### src/rtl/multi_seq_pkg.sv
// Shared definitions for the sequential shift-add multiplier.
// Contents: FSM state encoding and the default operand width.
package multi_seq_pkg;

  typedef enum logic [1:0] {
    S_IDLE = 2'd0,
    S_CALC = 2'd1,
    S_DONE = 2'd2
  } state_t;

  localparam int DEFAULT_BITS = 8;

endpackage

### src/rtl/multi_seq_datapath.sv
// Datapath of the sequential shift-add multiplier: operand registers,
// BITS+1-bit upper accumulator, add/shift step and the result register.
// Optional macro MULTI_SIGNED_MODE_EN adds two's-complement handling
// (magnitudes are multiplied, the product is negated on finish).
// Ports:
//   clk, rst        clock, asynchronous active-low reset
//   i_load          latch operands, clear accumulator
//   i_step          perform one add/shift iteration
//   i_finish        last iteration: load o_product from the shifted value
//   i_a, i_b        operands (BITS bits)
//   i_signed        operands are two's complement (macro builds only)
//   o_product       registered 2*BITS-bit result
module multi_seq_datapath
  import multi_seq_pkg::*;
#(
  parameter int BITS = DEFAULT_BITS
) (
  input  logic              clk,
  input  logic              rst,
  input  logic              i_load,
  input  logic              i_step,
  input  logic              i_finish,
  input  logic [BITS-1:0]   i_a,
  input  logic [BITS-1:0]   i_b,
`ifdef MULTI_SIGNED_MODE_EN
  input  logic              i_signed,
`endif
  output logic [2*BITS-1:0] o_product
);

  logic [BITS-1:0]   r_mcand;
  logic [BITS-1:0]   r_mult;
  logic [BITS:0]     r_acc;
  logic [2*BITS-1:0] r_product;

  logic [BITS-1:0]   w_a_mag;
  logic [BITS-1:0]   w_b_mag;
  logic [BITS-1:0]   w_addend;
  logic [BITS:0]     w_sum;
  logic [2*BITS-1:0] w_shifted;
  logic [2*BITS-1:0] w_result;

`ifdef MULTI_SIGNED_MODE_EN
  logic r_neg;

  // The most-negative value negates to itself, which read as unsigned is
  // exactly its magnitude 2^(BITS-1), so no extra bit is needed.
  assign w_a_mag  = (i_signed && i_a[BITS-1]) ? -i_a : i_a;
  assign w_b_mag  = (i_signed && i_b[BITS-1]) ? -i_b : i_b;
  assign w_result = r_neg ? -w_shifted : w_shifted;

  always_ff @(posedge clk or negedge rst) begin
    if (!rst) begin
      r_neg <= 1'b0;
    end else if (i_load) begin
      r_neg <= i_signed && (i_a[BITS-1] ^ i_b[BITS-1]);
    end
  end
`else
  assign w_a_mag  = i_a;
  assign w_b_mag  = i_b;
  assign w_result = w_shifted;
`endif

  // One iteration: conditional add into the upper half (carry lands in the
  // extra accumulator bit), then {acc, mult} >> 1. The bit shifted out of
  // the accumulator enters the top of the multiplier register.
  assign w_addend  = r_mult[0] ? r_mcand : '0;
  assign w_sum     = r_acc + {1'b0, w_addend};
  assign w_shifted = {w_sum, r_mult[BITS-1:1]};

  // NOTE: every register here is small and gets an explicit async reset
  // value, so a mid-operation reset leaves no stale operand or result.
  always_ff @(posedge clk or negedge rst) begin
    if (!rst) begin
      r_mcand   <= '0;
      r_mult    <= '0;
      r_acc     <= '0;
      r_product <= '0;
    end else begin
      // NOTE: sequential state uses non-blocking assignments so all
      // registers update from the same pre-edge values.
      if (i_load) begin
        r_mcand <= w_a_mag;
        r_mult  <= w_b_mag;
        r_acc   <= '0;
      end else if (i_step) begin
        r_acc  <= {1'b0, w_shifted[2*BITS-1:BITS]};
        r_mult <= w_shifted[BITS-1:0];
      end
      if (i_finish) begin
        r_product <= w_result;
      end
    end
  end

  assign o_product = r_product;

endmodule

### src/rtl/multi_seq_nbits.sv
// Parametrised sequential shift-add multiplier, one multiplier bit per
// clock, with valid/ready handshakes on both operand input and result.
// Optional macro MULTI_SIGNED_MODE_EN adds port signed_i (two's complement).
// Ports:
//   clk        system clock, rising edge
//   rst        asynchronous active-low reset
//   A, B       operands, sampled on in_valid && in_ready
//   in_valid   operands valid
//   in_ready   block idle and able to accept operands
//   Product_o  2*BITS-bit result, held until the next result loads
//   out_valid  Product_o holds a new result
//   out_ready  consumer accepts the result
//   signed_i   operands are two's complement (macro builds only)
module multi_seq_nbits
  import multi_seq_pkg::*;
#(
  parameter  int BITS  = DEFAULT_BITS,
  localparam int CNT_W = $clog2(BITS + 1)
) (
  input  logic              clk,
  input  logic              rst,
  input  logic [BITS-1:0]   A,
  input  logic [BITS-1:0]   B,
  input  logic              in_valid,
  output logic              in_ready,
  output logic [2*BITS-1:0] Product_o,
  output logic              out_valid,
  input  logic              out_ready
`ifdef MULTI_SIGNED_MODE_EN
  ,
  input  logic              signed_i
`endif
);

  state_t           r_state;
  state_t           w_next;
  logic [CNT_W-1:0] r_cnt;
  logic             w_load;
  logic             w_step;
  logic             w_finish;
  logic             w_last;

  assign w_last = (r_cnt == CNT_W'(BITS - 1));

  always_ff @(posedge clk or negedge rst) begin
    if (!rst) begin
      r_state <= S_IDLE;
    end else begin
      r_state <= w_next;
    end
  end

  always_ff @(posedge clk or negedge rst) begin
    if (!rst) begin
      r_cnt <= '0;
    end else if (w_load) begin
      r_cnt <= '0;
    end else if (w_step) begin
      r_cnt <= r_cnt + CNT_W'(1);
    end
  end

  always_comb begin
    // NOTE: defaults first so no path through the case leaves a signal
    // unassigned, which would infer a latch.
    w_next   = r_state;
    w_load   = 1'b0;
    w_step   = 1'b0;
    w_finish = 1'b0;
    case (r_state)
      S_IDLE: begin
        if (in_valid) begin
          w_load = 1'b1;
          w_next = S_CALC;
        end
      end
      S_CALC: begin
        w_step = 1'b1;
        if (w_last) begin
          w_finish = 1'b1;
          w_next   = S_DONE;
        end
      end
      S_DONE: begin
        if (out_ready) begin
          w_next = S_IDLE;
        end
      end
      default: w_next = S_IDLE;
    endcase
  end

  // Both flags decode the registered state, so reset drops out_valid and
  // raises in_ready immediately.
  assign in_ready  = (r_state == S_IDLE);
  assign out_valid = (r_state == S_DONE);

  multi_seq_datapath #(
    .BITS(BITS)
  ) u_datapath (
    .clk      (clk),
    .rst      (rst),
    .i_load   (w_load),
    .i_step   (w_step),
    .i_finish (w_finish),
    .i_a      (A),
    .i_b      (B),
`ifdef MULTI_SIGNED_MODE_EN
    .i_signed (signed_i),
`endif
    .o_product(Product_o)
  );

endmodule

### config.mk
export PLATFORM = sky130hd
export DESIGN_NAME = multi_seq_nbits
export DESIGN_NICKNAME = d
export VERILOG_FILES = /design/src/rtl/multi_seq_pkg.sv /design/src/rtl/multi_seq_datapath.sv /design/src/rtl/multi_seq_nbits.sv
export SDC_FILE = /design/constraint.sdc
export NUM_CORES = 1
export LEC_CHECK = 0
export CORE_ASPECT_RATIO = 1.75
export CORE_MARGIN = 5
export CORE_UTILIZATION = 53
export DETAILED_ROUTE_END_ITERATION = 7
export HOLD_SLACK_MARGIN = 0.15
export PLACE_DENSITY = 0.85
export SKIP_CTS_REPAIR_TIMING = 1
export SLEW_MARGIN = 10
export SYNTH_ARGS = -nofsm -noshare
export SYNTH_HDL_FRONTEND = slang
export SYNTH_HIERARCHICAL = 1
export SYNTH_SLANG_ARGS = --single-unit
### constraint.sdc
create_clock -name clk -period 2.5 [get_ports clk]
set_input_delay 0.75 -clock clk [delete_from_list [all_inputs] [get_ports clk]]
set_output_delay 0.75 -clock clk [all_outputs]
set_load 0.05 [all_outputs]
After elaboration in Yosys (flattened, before gate mapping) --
Cells that the tools add are included.
Storage, ports and cells: output and inout port bits 18, flip-flop bits (word level) 47, word-level logic and storage cells 33
Operators by class: reductions and logical operators 3, $add $sub $neg 2, equality and inequality tests 6, mux-type cells 16
Operator list (count):
- $mux W8 | 3
- $mux W9 | 2
- $add A9 B8 Y9 | 1
- $mux W4 | 2
- $mux W2 | 3
- $pmux W2 S3 | 1
- $mux W1 | 5
- $add A4 B1 Y4 const B | 1
- $eq A4 B3 Y1 const B | 1
- $ne A2 B2 Y1 const B | 2
- $reduce_and A3 Y1 | 1
- $eq A2 B1 Y1 const B | 1
- $eq A2 B2 Y1 const B | 1
- $logic_not A2 Y1 | 1
- $ne A2 B1 Y1 const B | 1
- $reduce_bool A2 Y1 | 1

Depth between registers and ports, before layout --
word-level depth 4, gate-level depth with buffers 7

Hierarchy --
Netlist, hierarchy kept.
By module, submodules not included:
- multi_seq_datapath | area an instance 2023.2 sq um, instances 1, cells each 171, sequential area each 1001.0 sq um
- multi_seq_nbits | area an instance 314.1 sq um, instances 1, cells each 29, sequential area each 150.1 sq um

Worst setup path after synthesis --
OpenSTA, ideal clock, no wires.
path kind reg2reg, start point register r_state[0], end point register u_datapath.r_mcand[6], arrival 2.001 ns, required time 2.375 ns, setup slack 0.375 ns, buffers on the path 1, cell stages (with the launch flop) 5, clock period less this slack 2.125 ns, cells stage by stage dfrtp_1 -> nor2_1 -> and2_1 -> clkbuf_1 -> mux2_2
On the way: word-level cells in the longest chain between the ends 2
Ends and longest elaborated chain:
- start, declared | RTL line multi_seq_nbits.sv:35 | state_t r_state;
- start signal, assigned | RTL line multi_seq_nbits.sv:49 | r_state <= w_next;
- $logic_not A2 Y1
- via in_ready | RTL line multi_seq_nbits.sv:25 | output logic in_ready,
- $mux W1 | RTL line multi_seq_nbits.sv:70 | case (r_state)
- via w_load | RTL line multi_seq_nbits.sv:38 | logic w_load;
- end signal, assigned | RTL line multi_seq_datapath.sv:84 | r_mcand <= w_a_mag;
- end, declared | RTL line multi_seq_datapath.sv:31 | logic [BITS-1:0] r_mcand;
The timed path passes the listed nets, and every way through them passes these cells. A chain may end at the register's enable or synchronous reset.

Final worst setup path --
start point register u_datapath.r_mult[0], end point register u_datapath.r_product[11] (netlist: u_datapath/o_product[11])
On the way: word-level cells in the longest chain between the ends 2
Ends and longest elaborated chain:
- start, declared | RTL line multi_seq_datapath.sv:32 | logic [BITS-1:0] r_mult;
- start signal, assigned | RTL line multi_seq_datapath.sv:85 | r_mult <= w_b_mag;
- start signal, assigned | RTL line multi_seq_datapath.sv:89 | r_mult <= w_shifted[BITS-1:0];
- $mux W8 | RTL line multi_seq_datapath.sv:68 | assign w_addend = r_mult[0] ? r_mcand : '0;
- $add A9 B8 Y9 | RTL line multi_seq_datapath.sv:69 | assign w_sum = r_acc + {1'b0, w_addend};
- end signal, assigned | RTL line multi_seq_datapath.sv:92 | r_product <= w_result;
- end, declared | RTL line multi_seq_datapath.sv:34 | logic [2*BITS-1:0] r_product;
Every way passes these cells.

==> load_flow_metrics.sql <==
INSERT INTO impl_metrics (metric_group, metric, value, unit) VALUES
('grt', 'grt_overflow_total', '0', ''),
('sta', 'timing.final.crit_share', '88.49', '%'),
('synth', 'yosys_cell_types', '44', ''),
('sta', 'final-max-slew-violation-count', '0', ''),
('place', 'finalWeightedCongestion', '0.8371', ''),
('route', 'drt_first_iter_violations', '53', ''),
('sta', 'timing.final.setup_violations', '0', ''),
('synth', 'synth_edf_count', '0', ''),
('worst_setup_path', 'reg2reg_depth', '7', ''),
('synth', 'synth_most_common_cell', 'sky130_fd_sc_hd__dfrtp_1', ''),
('power', 'power.density_cell_area', '1362', 'nW/um^2'),
('power', 'p_switching', '1.639', 'mW'),
('die', 'dieArea', '5890', 'sq um'),
('synth', 'synth_seq_area_share', '49.25', '%'),
('clock_tree', 'cts_root_buffer', 'sky130_fd_sc_hd__clkbuf_8', ''),
('worst_setup_path', 'critical_path.cell_chain', 'and2_1 -> ha_1 -> fa_1 -> a21o_2 -> a21oi_2 -> xnor2_1 -> mux2_2', ''),
('synth', 'synth_area_leader_cell', 'sky130_fd_sc_hd__dfrtp_1', ''),
('power', 'clockPowerShare', '12.9', '%'),
('synth', 'yosys_register_bits', '46', ''),
('die', 'design.portCount', '38', ''),
('synth', 'synth_top_area_share', '49.25', '%'),
('clock_tree', 'clock_tree.htree_level_count', '2', ''),
('die', 'row_count', '32', ''),
('synth', 'netlist_top_cells_area', 'sky130_fd_sc_hd__dfrtp_1 (49%), sky130_fd_sc_hd__mux2_2 (10%), sky130_fd_sc_hd__ha_1 (4.8%)', ''),
('synth', 'yosysWarningCount', '6', ''),
('grt', 'grt_pass1_wl', '8162', 'microns'),
('synth', 'synth_top_family_by_area', 'multiplexers', ''),
('worst_setup_path', 'worst_path_bufs_invs', '0', ''),
('power', 'flop_pwr_share', '34.4', '%'),
('clock_tree', 'clk_transition_reported_paths', '80', 'ps'),
('clock_tree', 'clock_sink_count', '46', ''),
('sta', 'rsz_0062_raised_after_global_routing', 'no', ''),
('worst_setup_path', 'worst_path_dominant_cell_family', 'adder cells', ''),
('layout', 'layout-area-overhead-vs-synth', '21.15', '%'),
('die', 'die_x', '60.20', 'microns'),
('layout', 'layout-drive-gt1-share', '19.09', '%'),
('die', 'start_util', '53.56', '%'),
('layout', 'antenna-diode-count', '0', ''),
('power', 'power_leakage', '1.308', 'nW'),
('clock_tree', 'tritoncts', 'done', ''),
('synth', 'synthesis.area', '2337', 'sq um'),
('sta', 'final.setup.tns', '0', 'ps'),
('synth', 'ys_async_sr_fraction', '100.0', '%'),
('worst_setup_path', 'setup.worst_path.class', 'flop to flop', ''),
('synth', 'muxShareOfSynthArea', '14.40', '%'),
('power', 'netSwitchingFraction', '42.50', '%'),
('sta', 'period_needed', '2212', 'ps'),
('synth', 'synth_flop_cell', 'sky130_fd_sc_hd__dfrtp_1', ''),
('die', 'placeableCoreArea', '4364', 'sq um'),
('synth', 'synth-compound-area-share', '13.44', '%'),
('route', 'ant_nets', '0', ''),
('grt', 'grt_start_max_net_pins', '47', ''),
('clock_tree', 'cts.path.max_buffers', '2', ''),
('layout', 'number_of_nets_in_the_layout', '270', ''),
('flow_run', 'maxCapViolations', '0', ''),
('grt', 'track_usage', '18.25', '%'),
('synth', 'yosys.area_share.adder', '5.675', '%'),
('worst_setup_path', 'critPathRequiredTime', '2680', 'ps'),
('clock_tree', 'insertion_delay', '290', 'ps'),
('worst_setup_path', 'worst-endpoint-arrival', '2390', 'ps'),
('worst_setup_path', 'critical_path.slowest_cell', 'sky130_fd_sc_hd__dfrtp_1', ''),
('worst_setup_path', 'ff2ff_setup_slack', '290', 'ps'),
('layout', 'multi_input_comb_area', '1102', 'sq um'),
('route', 'via_count', '1680', ''),
('synth', 'postSynthCellCount', '200', ''),
('status', 'status', 'finished, final reports clean', ''),
('route', 'detail_route.wirelength', '4704', 'microns'),
('sta', 'worst-slew-pin-transition', '573.9', 'ps'),
('power', 'internal_power', '2.218', 'mW'),
('hold_path', 'hold_path_depth', '2', ''),
('route', 'detail_route.drc_violations', '0', '');
## state kept, by name, indices dropped and copies added (netlist names)
name	cells
u_datapath/r_mcand	8
u_datapath/r_mult	8
u_datapath/r_acc	8
r_state	2
r_cnt	4
u_datapath/o_product	16
## metal layers
| metal | global-route usage [%] | up-vias | routed length, microns |
|---|---|---|---|
| li1 | - | 802 | - |
| met1 | 20.67 | 822 | 1694 |
| met2 | 31.67 | 41 | 2666 |
| met3 | 3.439 | 15 | 206 |
| met4 | 8.362 | 0 | 136 |
| met5 | 0 | - | 0 |
## stage by stage
step                cells  total power [mW]  setup slack (ps)  utilization [%]  cell area (sq um)
floorplan             200             2.868             374.5                -               2337
global placement      284             3.313             332.3            62.47               2726
detailed placement    284             3.388             306.2            62.47               2726
CTS                   292             3.894             275.5            64.88               2831
global route          292             4.149             159.1            64.88               2831
finish                292             3.858             287.8            64.88               2831
## power groups by stage
stage	Combinational, mW	Clock, mW	Sequential [mW]
after floorplan	1.20	0	1.66
after global placement	1.99	0	1.33
after detailed placement	2.04	0	1.34
after CTS	2.05	0.513	1.33
after global routing	2.23	0.544	1.37
final	2.03	0.497	1.33
## area by class of cell
cell class                      count  area share (%)
Sequential cell                    46           40.65
Tap cell                           51           2.254
Multi-Input combinational cell    142           38.93
Clock buffer                        7           3.403
Clock inverter                      1          0.3093
Timing Repair Buffer               42           14.05
Inverter                            3          0.3977
## cells by family (layout without fill, tap and decap cells)
family	count (synthesis)	after routing
DFF	46	46
adders and majority gates	10	10
AOI/OAI and AO/OA	45	45
and+or+nand+nor	52	52
buffers and inverters	12	53
xor gates and xnor gates	4	4
muxes	31	31
## placed cells by master (no fill, tap or decap), drive strengths merged, types with 2 or more instances in the layout
master and instances:
o211ai 2, xnor2 3, and2 9, mux2 21, a21o 6, o21ai 15, nand4 2, clkbuf 7
nor3 2, inv 3, a22oi 2, nand2 14, dfrtp 46, mux2i 10, a21oi 7, buf 8
a211oi 2, nand3 7, nor2 7, clkdlybuf4s50 34, nor2b 4, ha 9, or3 2, a22o 5
## worst reg2reg max path, cell delays in order (launching register included)
cell	delay, ps
sky130_fd_sc_hd__dfrtp_1	470
sky130_fd_sc_hd__and2_1	180
sky130_fd_sc_hd__ha_1	220
sky130_fd_sc_hd__fa_1	410
sky130_fd_sc_hd__a21o_2	230
sky130_fd_sc_hd__a21oi_2	200
sky130_fd_sc_hd__xnor2_1	100
sky130_fd_sc_hd__mux2_2	270
## worst max path at each step
stage / cells after the start / from / end
detailed placement: 7 / u_datapath/r_mult[0] / u_datapath/o_product[11]
finish: 7 / u_datapath/r_mult[0] / u_datapath/o_product[11]
global route: 7 / u_datapath/r_mult[0] / u_datapath/o_product[15]
global placement: 7 / u_datapath/r_mult[0] / u_datapath/o_product[15]
floorplan: 4 / r_state[0] / u_datapath/r_mcand[6]
CTS: 1 / u_datapath/o_product[2] / Product_o[2]
No activity file was read; power rests on OpenSTA's default activity.
